[config.mk]
export PLATFORM = sky130hd
export DESIGN_NAME = game_tick_scheduler
export DESIGN_NICKNAME = d
export VERILOG_FILES = /design/src/rtl/game_tick_scheduler_pkg.sv /design/src/rtl/game_tick_scheduler_step_divider.sv /design/src/rtl/game_tick_scheduler.sv
export SDC_FILE = /design/constraint.sdc
export NUM_CORES = 1
export LEC_CHECK = 0
export BUFFER_PORTS_ARGS = -buffer_cell sky130_fd_sc_hd__buf_2
export CORE_AREA = 2 2 59 61
export DETAILED_ROUTE_END_ITERATION = 16
export DIE_AREA = 0 0 61 63
export GPL_TIMING_DRIVEN = 0
export SLEW_MARGIN = 20
export SYNTH_ARGS = -nofsm -noshare
export SYNTH_HDL_FRONTEND = slang
export SYNTH_HIERARCHICAL = 1
export SYNTH_SLANG_ARGS = --single-unit
[constraint.sdc]
create_clock -name iClk -period 1.6 [get_ports iClk]
set_input_delay 0.32 -clock iClk [delete_from_list [all_inputs] [get_ports iClk]]
set_output_delay 0.32 -clock iClk [all_outputs]
set_load 0.01 [all_outputs]
[src/rtl/game_tick_scheduler_pkg.sv]
// Shared phase encoding and constants for the SpacyBird tick scheduler.
// Also holds the constant-comparator score-to-level helper.
package game_tick_scheduler_pkg;

  localparam int STATE_W = 3;

  typedef enum logic [STATE_W-1:0] {
    IDLE      = 3'd0,
    COUNTDOWN = 3'd1,
    RUN       = 3'd2,
    PAUSE     = 3'd3,
    OVER      = 3'd4
  } phase_t;

  localparam logic [1:0] COUNT_START = 2'd3;

  // Counts thresholds k*step (k = 1..levels-1) met by the score; unrolls to comparators.
  function automatic int scoreLevel(logic [7:0] score, int levels, int step);
    int lvl;
    lvl = 0;
    for (int k = 1; k < levels; k++) begin
      if (int'(score) >= k * step) lvl++;
    end
    return lvl;
  endfunction

endpackage

[src/rtl/game_tick_scheduler_step_divider.sv]
// Pipe step divider: pulses on every (LEVELS-level)th tick, starting with the first.
// Latency 1 cycle from tick to step; hold freezes the count, clear restarts the phase.
module step_divider #(
  parameter int LEVELS = 4,
  parameter int LW     = $clog2(LEVELS)
) (
  input  logic          iClk,
  input  logic          iRst,
  input  logic          iTick,
  input  logic          iHold,
  input  logic          iClear,
  input  logic [LW-1:0] iLevel,
  output logic          oStep
);

  logic [LW-1:0] divCnt;
  logic [LW-1:0] maxCnt;

  assign maxCnt = LW'(LEVELS - 1) - iLevel;

  // ">=" rather than "==" so a count stranded above a freshly lowered maximum still wraps.
  always_ff @(posedge iClk or negedge iRst) begin
    if (!iRst) begin
      divCnt <= '0;
      oStep  <= 1'b0;
    end else if (iClear) begin
      divCnt <= '0;
      oStep  <= 1'b0;
    end else if (iTick && !iHold) begin
      oStep  <= (divCnt == '0);
      divCnt <= (divCnt >= maxCnt) ? '0 : divCnt + LW'(1);
    end else begin
      oStep  <= 1'b0;
    end
  end

endmodule

[src/rtl/game_tick_scheduler.sv]
// Game phase sequencer: countdown, run/pause/over, frame-synced bird and pipe strobes.
// Strobes and round reset appear 1 cycle after the causing input; no backpressure.
module game_tick_scheduler
  import game_tick_scheduler_pkg::*;
#(
  parameter int CNT_FRAMES = 60,
  parameter int LEVELS     = 4,
  parameter int SCORE_STEP = 5
) (
  input  logic                      iClk,
  input  logic                      iRst,
  input  logic                      iFrameSync,
  input  logic                      iStart,
  input  logic                      iPause,
  input  logic                      iBirdDead,
  input  logic [7:0]                iScore,
  output logic [2:0]                oState,
  output logic                      oRoundRst,
  output logic                      oPipeStep,
  output logic                      oBirdStep,
  output logic [$clog2(LEVELS)-1:0] oLevel,
  output logic [1:0]                oCountdown,
  output logic                      oGameOver
);

  localparam int LW = $clog2(LEVELS);
  localparam int FW = (CNT_FRAMES > 1) ? $clog2(CNT_FRAMES) : 1;

  phase_t        state, nextState;
  logic [FW-1:0] frameCnt, frameNext;
  logic [1:0]    countNext;
  logic [LW-1:0] levelNext;
  logic          roundRstNext, birdStepNext, gameOverNext;
  logic          startEv, runTick, frameLast;
  int            lvlCand;

  assign startEv   = iStart && (state == IDLE || state == OVER);
  assign runTick   = (state == RUN) && iFrameSync && !iBirdDead && !iPause;
  assign frameLast = (frameCnt == FW'(CNT_FRAMES - 1));
  assign oState    = state;

  always_ff @(posedge iClk or negedge iRst) begin
    if (!iRst) state <= IDLE;
    else       state <= nextState;
  end

  always_comb begin
    nextState = state;
    case (state)
      IDLE, OVER: if (iStart) nextState = COUNTDOWN;
      COUNTDOWN:  if (iFrameSync && frameLast && oCountdown == 2'd1) nextState = RUN;
      RUN: begin
        if (iBirdDead)   nextState = OVER;
        else if (iPause) nextState = PAUSE;
      end
      PAUSE: begin
        if (iBirdDead)   nextState = OVER;
        else if (iPause) nextState = RUN;
      end
      default: nextState = IDLE;
    endcase
  end

  always_comb begin
    frameNext    = frameCnt;
    countNext    = oCountdown;
    levelNext    = oLevel;
    lvlCand      = scoreLevel(iScore, LEVELS, SCORE_STEP);
    roundRstNext = startEv;
    birdStepNext = runTick;
    gameOverNext = (nextState == OVER);
    if (startEv) begin
      frameNext = '0;
      countNext = COUNT_START;
      levelNext = '0;
    end else if (state == COUNTDOWN && iFrameSync) begin
      frameNext = frameLast ? '0 : frameCnt + FW'(1);
      if (frameLast) countNext = oCountdown - 2'd1;
    end
    // Level only ratchets upward within a round.
    if (runTick && lvlCand > int'(oLevel)) levelNext = LW'(lvlCand);
  end

  always_ff @(posedge iClk or negedge iRst) begin
    if (!iRst) begin
      frameCnt   <= '0;
      oCountdown <= '0;
      oLevel     <= '0;
      oRoundRst  <= 1'b0;
      oBirdStep  <= 1'b0;
      oGameOver  <= 1'b0;
    end else begin
      frameCnt   <= frameNext;
      oCountdown <= countNext;
      oLevel     <= levelNext;
      oRoundRst  <= roundRstNext;
      oBirdStep  <= birdStepNext;
      oGameOver  <= gameOverNext;
    end
  end

  step_divider #(.LEVELS(LEVELS)) uDivider (
    .iClk   (iClk),
    .iRst   (iRst),
    .iTick  (runTick),
    .iHold  (state != RUN),
    .iClear (startEv),
    .iLevel (oLevel),
    .oStep  (oPipeStep)
  );

endmodule

==> results.txt <==
Crit path max fanout: 2
Final core utilization: 51.0%
Post-layout instance area: 1650 um2
Synth Area in XOR/XNOR: 4.38%
Final hold violation count: 0
Initial antenna violation count: 0
Post-synthesis mux area share: 4.27%
RePlAce Congestion: 0.849
FILL cells: 323
Nets: 186
Vias in the first global route: 1095
Placed Cells incl. Taps: 188
Tot Pwr: 1.70 mW
Total vias in the final route: 1040
Max stage delay on crit path: 0.27 ns
Grt ovf: 0
Drt wl/cell: 13.1 um
Synth area leaders: dfrtp_1 (40%), ha_1 (9.4%), inv_1 (4.1%), xnor2_1 (3.6%), nor4_4 (3.5%)
# H-tree levels: 1
Share of cells above drive strength 1: 45.1%
Slew HR: 71.3%
Die Span Y: 63 um
Non-Filler Instances: 208
Peak VDD IR: 448 uV
CTS tree: built
Clock Tree Buf Depth: 2
Buffers added on ports: 24
First-pass GRT wire length: 4.67 mm
Yosys warns: 6
Largest family of logic cells by synthesized area: simple AND/OR/NAND/NOR gates
Number of buffers created by CTS: 3
CP max-delay cell: nor4_4
RSZ-0062 raised after global routing: true
GR Util met2: 27.4%
Register bit total from synthesis: 19
Simple-gate area share of the yosys netlist: 23.5%
Lkg Pwr: 0.752 nW
Core Region: 3230 um2
Number of diodes: 0
Routed Antenna Nets: 0
Max Slew Vio Count: 0
Clk Latency, worst-skew pair: 0.30 ns
PD cells: 1030 nW/um2
Syn avg cell area: 10.2 um2
Placed Area: 1380 um2
Setup TNS: -1.15 ns
Post-synth EDFFs: 0
Cell variety after synth: 37
Drt first pass iters: 4
Hold_ws: 0.327 ns
Synth Flop Type: dfrtp_1
Async S/R FF share, synth: 100%
Routed vias/inst: 5.00
Register area share after synthesis: 39.6%
Synth Area in Adders: 9.38%
Crit path DAT: 2.30 ns
WL final: 2.72 mm
Failing checks: setup timing
Final Critical Period: 2.08 ns
Synth Area in Compound Gates: 14.4%
Initial Util: 37.2%
Skew final: 0.00509 ns
GRT Total Usage: 15.8%
Top-area cell type share of the netlist area: 39.6%
Worst slew pin tran: 0.431 ns
Syn Inst Count: 118
Dpl hpwl: 1.83 mm
Startpoint types: primary input
Pin count of the biggest net entering global routing: 20
Worst Setup End Kind: register
Max frequency: 482 MHz
Syn nets: 141
Io pins: 25
Max Cap Violations: 0
Syn Std Cell Area: 1200 um2
Worst-path clk slew: 0.11 ns
Worst path most repeated cell: inv_2
GRT met3 Usage: 1.24%
Finish-stage setup viols: 4
Crit path cell chain: buf_6 -> nor4_4 -> buf_4 -> nand2_2 -> inv_2 -> ha_2 -> a21oi_2 -> a31oi_4 -> inv_2 -> ha_4 -> nor2b_4 -> a2bb2oi_2 -> o21a_2 -> mux2i_1
Remaining DRCs: 0
Outcome: complete, but fails checks
Hold Path Class: in -> reg
Initial DRC count: 32
Area grow syn2layout: 37.2%
Setup slack after layout: -0.475 ns
Synth area leader: dfrtp_1
Setup slack at placement: -1.04 ns
Die ar.: 3840 um2
Chip width: 61 um
GR Util met1: 19.3%
CTS Sinks: 19
Clock root cell: clkbuf_4
GRT busiest layer: met2
Crit path required time: 1.82 ns
Worst setup path class: in -> reg
Fin crit share: 130%
Row count: 21
-- worst max-delay path, delay by kind of cell --
family | cells | cell delay, ns
fa+ha+maj | 2 | 0.43
compound gates | 4 | 0.51
buf+inv | 4 | 0.38
simple gates | 3 | 0.46
mux | 1 | 0.19
-- area by class of cell --
class	count	area [um2]	area share [%]
Inverter	13	48.8	2.96
Timing Repair Buffer	40	274	16.6
Clock buffer	3	22.5	1.37
Buffer	1	5.00	0.304
Multi-Input combinational cell	85	757	45.9
Sequential cell	19	478	29.0
Clock inverter	1	5.00	0.304
Tap cell	46	57.6	3.49
-- repair_timing --
action	4_1_cts	5_1_grt
gates resized for setup	8	19
buffers inserted	13	2
hold buffers	1	0
hold endpoints to repair	19	0
gates cloned	0	0
endpoints found under the setup margin	6	7
pin swaps	12	10
-- worst paths after layout --
path                                         start                 end  slack, ns  cells after the start
min in group asynchronous                     iRst         frameCnt[3]       0.48                      2
worst max-delay path                     iScore[6]           oLevel[1]      -0.48                     14
worst min register to register  uDivider/divCnt[0]  uDivider/divCnt[0]       0.51                      1
worst max register to register           oState[2]  uDivider/divCnt[1]      -0.11                      6
max in group asynchronous                     iRst           oState[2]       0.80                      2
worst min-delay path                     iBirdDead           oState[2]       0.33                      2
-- power by group --
part / leakage (nW) / internal, mW / total, mW / switching (mW)
Sequential: 0.242 / 0.604 / 0.722 / 0.118
Clock: 0.0177 / 0.0931 / 0.248 / 0.155
Combinational: 0.492 / 0.377 / 0.732 / 0.354
Total: 0.752 / 1.07 / 1.70 / 0.627
-- state kept, by name (all words and copies together) (netlist names) --
signal / flops
oLevel: 2
oGameOver: 1
oState: 3
oRoundRst: 1
uDivider/oStep: 1
frameCnt: 6
oCountdown: 2
oBirdStep: 1
uDivider/divCnt: 2
-- layout by cell type, fill, tap and decap left out, types with 2 or more instances in the layout --
cell type and n:
nand2b_1 6, o21ai_0 2, xnor2_1 5, mux2i_1 4
dfrtp_2 2, inv_2 2, nand2_2 2, a21oi_1 3
nor4_4 2, nor2_2 2, nand2_1 9, inv_1 11
clkbuf_4 3, buf_6 7, nand3b_1 3, nand4_1 3
nand3_1 2, ha_2 3, a32o_1 2, buf_4 10
dfrtp_1 17, nor2_1 6, a2111oi_2 2, ha_1 5
buf_2 23, a211oi_1 2
-- synthesized netlist by cell type (3+ instances only) --
cell type / count
nand2_1: 11
nand4_1: 3
ha_1: 9
mux2i_1: 4
nand2b_1: 6
xnor2_1: 5
nor2_1: 8
a21oi_1: 4
inv_1: 13
nand3b_1: 3
dfrtp_1: 19
-- cells by family after synthesis --
group | after synthesis
AO/OA/AOI/OAI | 21
XOR/XNOR | 6
adder cells (fa/ha/maj) | 9
buffers and inverters | 14
flip-flops | 19
multiplexers | 5
AND/OR/NAND/NOR | 44
-- per-layer routing --
layer,up-vias,wire length (um)
met2,17,1480
li1,502,-
met3,6,55
met4,0,51
met1,515,1130
met5,-,0
Note: power is estimated with default switching activity, not from simulation.
